### src/rtl/keypad_scanner.sv
// Scans a 4x4 active-low keypad, debounces whole sweeps and decodes one key to hex.
// Latency: ready pulses one cycle after the sweep that completes DEBOUNCE matching sweeps.
// No backpressure: ready is a single-cycle strobe and value holds until the next accepted key.
module keypad_scanner #(
  parameter int SCAN_DIV = 4,
  parameter int DEBOUNCE = 3
) (
  input  logic       clk,
  input  logic       reset,
  input  logic [3:0] rows,
  output logic [3:0] cols,
  output logic [3:0] value,
  output logic       ready,
  output logic       held
);

  localparam int DW = (SCAN_DIV > 1) ? $clog2(SCAN_DIV) : 1;
  localparam int CW = $clog2(DEBOUNCE + 1);
  localparam logic [DW-1:0] DWELL_LAST = DW'(SCAN_DIV - 1);
  localparam logic [CW-1:0] DEB_N      = CW'(DEBOUNCE);

  typedef enum logic [1:0] {S_IDLE, S_DEB, S_HELD} state_t;

  logic [3:0]    r_rows_m;
  logic [3:0]    r_rows_s;
  logic [DW-1:0] r_dwell;
  logic [1:0]    r_col;
  // Sweep accumulator, laid out as one nibble per column: bit c*4+r.
  logic [15:0]   r_acc;
  logic          r_sweep_done;
  state_t        r_state;
  logic [3:0]    r_cand;
  logic [CW-1:0] r_match;
  logic [CW-1:0] r_rel;

  logic          w_dwell_end;
  logic [4:0]    w_cnt;
  logic [3:0]    w_idx;
  logic [3:0]    w_key;
  logic          w_none;
  logic          w_single;

  // Accumulator bit index (c*4+r) to keypad legend.
  function automatic logic [3:0] keymap(input logic [3:0] idx);
    logic [3:0] code;
    case (idx)
      4'd0:    code = 4'h1;
      4'd1:    code = 4'h4;
      4'd2:    code = 4'h7;
      4'd3:    code = 4'hE;
      4'd4:    code = 4'h2;
      4'd5:    code = 4'h5;
      4'd6:    code = 4'h8;
      4'd7:    code = 4'h0;
      4'd8:    code = 4'h3;
      4'd9:    code = 4'h6;
      4'd10:   code = 4'h9;
      4'd11:   code = 4'hF;
      4'd12:   code = 4'hA;
      4'd13:   code = 4'hB;
      4'd14:   code = 4'hC;
      default: code = 4'hD;
    endcase
    return code;
  endfunction

  assign cols        = ~(4'b0001 << r_col);
  assign w_dwell_end = (r_dwell == DWELL_LAST);

  // Two-flop synchroniser for the asynchronous row lines (idle = all high).
  always_ff @(posedge clk or negedge reset) begin
    if (!reset) begin
      r_rows_m <= 4'hF;
      r_rows_s <= 4'hF;
    end else begin
      r_rows_m <= rows;
      r_rows_s <= r_rows_m;
    end
  end

  // Column scan: dwell on each column, sample its rows at the end of the dwell.
  always_ff @(posedge clk or negedge reset) begin
    if (!reset) begin
      r_dwell      <= '0;
      r_col        <= 2'd0;
      r_acc        <= 16'h0000;
      r_sweep_done <= 1'b0;
    end else begin
      r_sweep_done <= w_dwell_end && (r_col == 2'd3);
      if (w_dwell_end) begin
        r_dwell                   <= '0;
        r_col                     <= r_col + 2'd1;
        r_acc[{r_col, 2'b00} +: 4] <= ~r_rows_s;
      end else begin
        r_dwell <= r_dwell + DW'(1);
      end
    end
  end

  // Classify the completed sweep: number of keys seen and which one (if single).
  always_comb begin
    w_cnt = 5'd0;
    w_idx = 4'd0;
    for (int i = 0; i < 16; i++) begin
      if (r_acc[i]) begin
        w_cnt = w_cnt + 5'd1;
        w_idx = 4'(i);
      end
    end
  end

  assign w_none   = (w_cnt == 5'd0);
  assign w_single = (w_cnt == 5'd1);
  assign w_key    = keymap(w_idx);

  // Press/release debounce FSM, advanced once per sweep, with registered outputs.
  always_ff @(posedge clk or negedge reset) begin
    if (!reset) begin
      r_state <= S_IDLE;
      r_cand  <= 4'h0;
      r_match <= '0;
      r_rel   <= '0;
      value   <= 4'h0;
      ready   <= 1'b0;
      held    <= 1'b0;
    end else begin
      ready <= 1'b0;
      if (r_sweep_done) begin
        case (r_state)
          S_IDLE: begin
            if (w_single) begin
              if (DEBOUNCE == 1) begin
                value   <= w_key;
                ready   <= 1'b1;
                held    <= 1'b1;
                r_rel   <= '0;
                r_match <= '0;
                r_state <= S_HELD;
              end else begin
                r_cand  <= w_key;
                r_match <= CW'(1);
                r_state <= S_DEB;
              end
            end
          end
          S_DEB: begin
            if (w_single) begin
              if (w_key == r_cand) begin
                if (r_match + CW'(1) == DEB_N) begin
                  value   <= r_cand;
                  ready   <= 1'b1;
                  held    <= 1'b1;
                  r_rel   <= '0;
                  r_match <= '0;
                  r_state <= S_HELD;
                end else begin
                  r_match <= r_match + CW'(1);
                end
              end else begin
                // A different single key restarts the count on the new candidate.
                r_cand  <= w_key;
                r_match <= CW'(1);
              end
            end else begin
              r_match <= '0;
              r_state <= S_IDLE;
            end
          end
          S_HELD: begin
            if (w_none) begin
              if (r_rel + CW'(1) == DEB_N) begin
                r_rel   <= '0;
                held    <= 1'b0;
                r_state <= S_IDLE;
              end else begin
                r_rel <= r_rel + CW'(1);
              end
            end else begin
              // Any contact, even a different key, keeps the press alive.
              r_rel <= '0;
            end
          end
          default: r_state <= S_IDLE;
        endcase
      end
    end
  end

endmodule

### config.mk
export PLATFORM = sky130hd
export DESIGN_NAME = keypad_scanner
export DESIGN_NICKNAME = d
export VERILOG_FILES = /design/src/rtl/keypad_scanner.sv
export SDC_FILE = /design/constraint.sdc
export NUM_CORES = 1
export LEC_CHECK = 0
export CAP_MARGIN = 20
export CELL_PAD_IN_SITES_DETAIL_PLACEMENT = 0
export CELL_PAD_IN_SITES_GLOBAL_PLACEMENT = 2
export CORE_MARGIN = 2
export CORE_UTILIZATION = 42
export DETAILED_ROUTE_END_ITERATION = 8
export PLACE_DENSITY = 0.95
export SLEW_MARGIN = 10
export SYNTH_ARGS = -nofsm -noshare
export SYNTH_HDL_FRONTEND = slang
export SYNTH_SLANG_ARGS = --single-unit
### constraint.sdc
create_clock -name clk -period 24.5 [get_ports clk]
set_input_delay 4.9 -clock clk [delete_from_list [all_inputs] [get_ports clk]]
set_output_delay 4.9 -clock clk [all_outputs]
set_load 0.05 [all_outputs]
# Word-level counts from Yosys, hierarchy flattened
# Memory sizes are Yosys's and may differ from the RTL's.
# Cells that the tools add are included.
# totals
regBits	45
inputBits	6
output_inout_bits	10
rom_bits	64
word_cells	132
n_memories	1
# classes
bitwise_logic	2
muxes	65
shift	3
add_sub_neg	20
n_eq_ne	17
reduce_logical	11
# mem_list
name	words	word_bits	rd	rd_clocked_by_memory_dff	write_ports	line_no	rtl
(no name shown)	16	4	1	0	0	46	case (idx)
# op_table
cell	count
$add 5x1->5 const B	15
$mux 5	15
$mux 4	17
$mux 2	15
$bwmux 16	1
$shift 4x6->16 const A	1
$shiftx 4x6->16	1
$reduce_and 5->1	3
$ne 2x2->1 const B	7
$mux 1	12
$eq 2x2->1 const B	5
$add 2x1->2 const B	4
$not 4->4	2
$pmux 2 s2	2
$pmux 4 s2	1
$reduce_and 7->1	1
$ne 3x3->1 const B	2
$neg 4->6	1
$pmux 2 s3	1
$reduce_and 6->1	1
$eq 5x1->1 const B	1
$logic_not 5->1	1
$eq 4x4->1	1
$reduce_bool 2->1	2
6 further kinds	6

# Logic depth before layout (Yosys ltp)
# logic_depth
word_depth	35
ltp_mapped	51
ltp_nobuf	51

# Worst setup path before layout
# Ideal clock, no wire load.
# synth_timing
path_type	flip-flop to flip-flop
startpoint	reg r_acc[0]
endpoint	reg r_state[1]
arrival_time_ns	9.211
synth_period_minus_slack_ns	9.329
path_buffers	0
slack_ns	15.171
setup_time_ns	0.118
path_stages_with_launch	49
cell_sequence	dfrtp_1 -> inv_1 -> ha_1 -> xor2_2 -> ha_1 -> nand2_1 -> o21ai_0 -> ha_1 -> mux2_2 -> ha_1 -> o2bb2ai_1 -> nand2_1 -> ha_1 -> nand2b_1 -> o21a_1 -> ha_1 -> mux2i_1 -> a31oi_1 -> [... 13 more ...] -> ha_1 -> nand2_1 -> o31a_1 -> inv_1 -> ha_1 -> a21oi_1 -> inv_1 -> ha_1 -> nand2_1 -> o21ai_0 -> ha_1 -> xor2_1 -> nor3b_1 -> mux2i_1 -> or4b_1 -> nor4b_1 -> o31ai_1 -> a21o_1
# synth_between
elab_chain_cells	34
word_cells_on_any_way	40
cone_classes	add/sub: 15; eq/ne: 5; mux: 18; reduce/logical: 2
# synth_lines
item	line_no	rtl
start, declared	29	logic [15:0] r_acc;
start signal, assigned by index	93	r_acc[{r_col, 2'b00} +: 4] <= ~r_rows_s;
$mux 1 *	105	if (r_acc[i]) begin
$add 5x1->5	106	w_cnt = w_cnt + 5'd1;
$mux 5 *	105	
$add 5x1->5	106	
$mux 5 *	105	
$add 5x1->5	106	
$mux 5 *	105	
$add 5x1->5	106	
[... 18 more ...]	-	
$mux 5 *	105	
$add 5x1->5	106	
$mux 5 *	105	
$add 5x1->5	106	
$mux 5 *	105	
$eq 5x1->1 / $logic_not 5->1 (equally long branches)	113, 112	
$ne 3x3->1 (no source line) (tied with other cells)	-	
$reduce_and 6->1 (no source line) / $pmux 2 s3 (equally long branches)	-	
end signal, assigned	119	r_state <= S_IDLE;
end signal, assigned	138	r_state <= S_HELD;
end signal, assigned	142	r_state <= S_DEB;
end, declared	31	state_t r_state;
# Mark *: on every way between the ends. The rest lies on a longest branch, timed or not.
# A chain may end at the register's enable or synchronous reset.

# Worst setup path in the final report
# layout_timing
startpoint	reg r_acc[0]
endpoint	reg r_cand[0]
# layout_between
elab_chain_cells	34
word_cells_on_any_way	35
cone_classes	add/sub: 15; eq/ne: 3; mux: 16; reduce/logical: 1
# layout_lines
item	line_no	rtl
$mux 1 *	105	
$add 5x1->5	106	
$mux 5 *	105	
$add 5x1->5	106	
$mux 5 *	105	
$add 5x1->5	106	
$mux 5 *	105	
$add 5x1->5	106	
[... 18 more ...]	-	
$mux 5 *	105	
$add 5x1->5	106	
$mux 5 *	105	
$add 5x1->5	106	
$mux 5 *	105	
$eq 5x1->1 *	113	assign w_single = (w_cnt == 5'd1);
$ne 2x2->1 (no source line)	-	
$reduce_and 5->1 (no source line) *	-	
end signal, assigned	140	r_cand <= w_key;
end signal, assigned	161	r_cand <= w_key;
end, declared	32	logic [3:0] r_cand;
# Marks and branches as above.

==> qor.yml <==
antenna_found_initial: 0
track_usage_pct: 16.39
rsz0062_at_grt: "false"
grt_pass1_vias: 2960
ys.flop_type: "dfrtp_1"
postCtsHoldBufs: 0
initial_core_util_pct: 43.21
drv_cap: 0
avgRoutedWirePerCell_um: 14.26
setup.worst_path.end_class: "flop"
cp.required_ns: 24.69
dpl_cell_area_um2: 4168
synth_nets: 464
async_reset_ff_share_pct: 100.0
overflow: 0
grt_pass1_wl_um: 13930
core_um2: 9196
cts_tree: "yes"
hold_violations: 0
rr_startpoint: "r_acc[0]$_DFFE_PN0P_"
synth_top_area_share_pct: 23.30
htreeDepth: 2
synth.distinct_cells: 77
post-route-util_pct: 46.60
avgSynthCellArea_um2: 9.093
place_inst: 542
holdWs_ns: 0.3585
power_leakage_nw: 1.848
drv_slew: 0
post-route-cell-area_um2: 4285
critPathBufInv: 3
diodes: 0
globalplace.congestion: 0.7899
cts.repair.resized: 0
clkTransAtPathRegs_ns: 0.09
finalSetupTns_ns: 0
area_delta_synth_final_pct: 7.840
die_h_um: 101.3
whs_path_depth: 0
netlist_instances: 437
critPathSlowestCell: "o311ai_0"
path_common_cell: "ha_1"
cts_made_buffers: 5
cts_num_sinks: 45
drt_wl_total_um: 7842
synth_area_um2: 3974
worst_pin_slew_ns: 0.9694
synth_area_leaders: "dfrtp_1 (23%), ha_1 (6.6%), dfstp_2 (5.3%)"
vias: 3021
grt_max_degree: 46
synth_edf_count: 0
first_iter_violations: 93
synth_top_area_cell: "dfrtp_1"
startpoint: "r_acc[0]$_DFFE_PN0P_"
io_buffers: 15
die_width_um: 101.3
first_pass_iters: 4
rr_worst_depth: 47
num_io_pins: 16
postCtsSetupRepairBufs: 0
layout.cells.non_filler: 550
row_count: 35
worstSetupPathType: "reg2reg"
finalCriticalPeriod_ns: 10.55
arrival_ns: 10.73
die-area_um2: 10260
synth-seq-cells: 45
synth_warnings: 0
drt.antenna.violating_nets: 0
path_max_fanout: 7
clkLatencyLatePin_ns: 0.30
timing.final.crit_share_pct: 43.05
synth_most_common_cell: "nand2_1"
cp_top_family: "adder cells"
ys_top_cells_by_count: "nand2_1 (54), dfrtp_1 (37), nor2_1 (33)"
relSlewSlack_pct: 35.38
cp_num_cells: 47
crit_path_max_incr_delay_ns: 0.55
hold_path.class: "reg2reg"
hold_path_startpoint: "r_rows_m[3]$_DFF_PN1_"
layout.nets: 465
peakVddDrop_mv: 0.04955
outcome: "completed"
cts_root_buf: "clkbuf_8"
fin_skew_ns: 0.009694
layout-drive-gt1-share_pct: 12.30
final-setup-viol-count: 0
fmax_mhz: 94.80
drc: 0
cp-start-kind: "flop"
hpwl_um: 6033
ys_seq_area_share_pct: 28.59
powerDensity_nw_per_um2: 93.85
viasPerCell: 5.493
clock_path_buffers: 2
area by class of cell:
type / instances / area [um^2]
Sequential cell: 45 / 1136
Tap cell: 111 / 138.9
Clock buffer: 5 / 68.82
Timing Repair Buffer: 16 / 152.6
Clock inverter: 3 / 48.80
Fill cell: 866 / 4911
Multi-Input combinational cell: 346 / 2650
Inverter: 24 / 90.09
state kept, by name (all words and copies together) (netlist names):
name and flops:
r_acc 16, r_cand 4, r_rows_m 4, r_rows_s 4, value 4, r_col 2, r_dwell 2, r_match 2
r_rel 2, r_state 2, held 1, r_sweep_done 1, ready 1
routing by layer:
| layer | vias up | track usage (%) | share of wire [%] |
|---|---|---|---|
| met5 | - | 0 | 0 |
| met4 | 0 | 4.054 | 0.87 |
| met3 | 5 | 1.104 | 1.5 |
| met2 | 34 | 27.46 | 47 |
| met1 | 1415 | 23.21 | 51 |
| li1 | 1567 | - | - |
path summary, 6_finish.rpt:
kind / to / slack (ns)
max in group asynchronous: r_col[1]$_DFFE_PN0P_ / 19.15
min: r_rows_s[3]$_DFF_PN1_ / 0.36
min in group asynchronous: held$_DFFE_PN0P_ / 4.74
max: r_cand[0]$_DFFE_PN0P_ / 13.95
min reg2reg: r_rows_s[3]$_DFF_PN1_ / 0.36
max reg2reg: r_cand[0]$_DFFE_PN0P_ / 13.95
metrics by stage:
step	power [mW]	worst slack, ns
2_1_floorplan	0.3019	15.17
3_3_place_gp	0.3399	14.18
3_5_place_dp	0.3456	13.93
4_1_cts	0.4056	13.90
5_1_grt	0.4390	12.95
6_report	0.4022	13.95
power by group:
group	switching, mW	internal (mW)	leakage [nW]
Sequential	0.00786	0.0795	0.556
Clock	0.0263	0.0311	0.0563
Combinational	0.149	0.109	1.24
Total	0.183	0.219	1.85
cells by family (layout without fill, tap and decap cells):
kind of cell    Yosys count  count (layout)  synth area share, %
xor+xnor                 52              52                16.81
mux                      14              14                4.125
fa+ha+maj                21              21                6.612
flops                    45              45                28.59
simple gates            161             161                21.10
compound gates           98              98                18.04
buf+inv                  46              48                4.723
worst reg2reg max path, delay by kind of cell, from the launching register on:
family | cells | cell delay [ns]
AOI/OAI and AO/OA | 13 | 2.77
xor gates and xnor gates | 1 | 0.28
buffers and inverters | 3 | 0.19
adders and majority gates | 13 | 3.96
and+or+nand+nor | 13 | 1.85
DFF | 1 | 0.39
muxes | 4 | 0.97
placed cells by master (no fill, tap or decap), types with 6 or more instances in the layout:
cell type        instances
nand2b_1                 6
nor2b_1                  8
o31ai_1                  9
a21oi_1                 15
ha_1                    21
clkdlybuf4s50_1         14
dfstp_2                  8
xnor2_1                 21
xor2_1                  11
nor2_1                  33
nand4_1                  6
dfrtp_1                 37
nor3_1                   7
o21ai_0                 13
inv_1                   23
mux2i_1                  7
xor2_2                   7
o41ai_1                 10
nand2_1                 54
nand3_1                  8
Note: power is estimated with default switching activity, not from simulation.
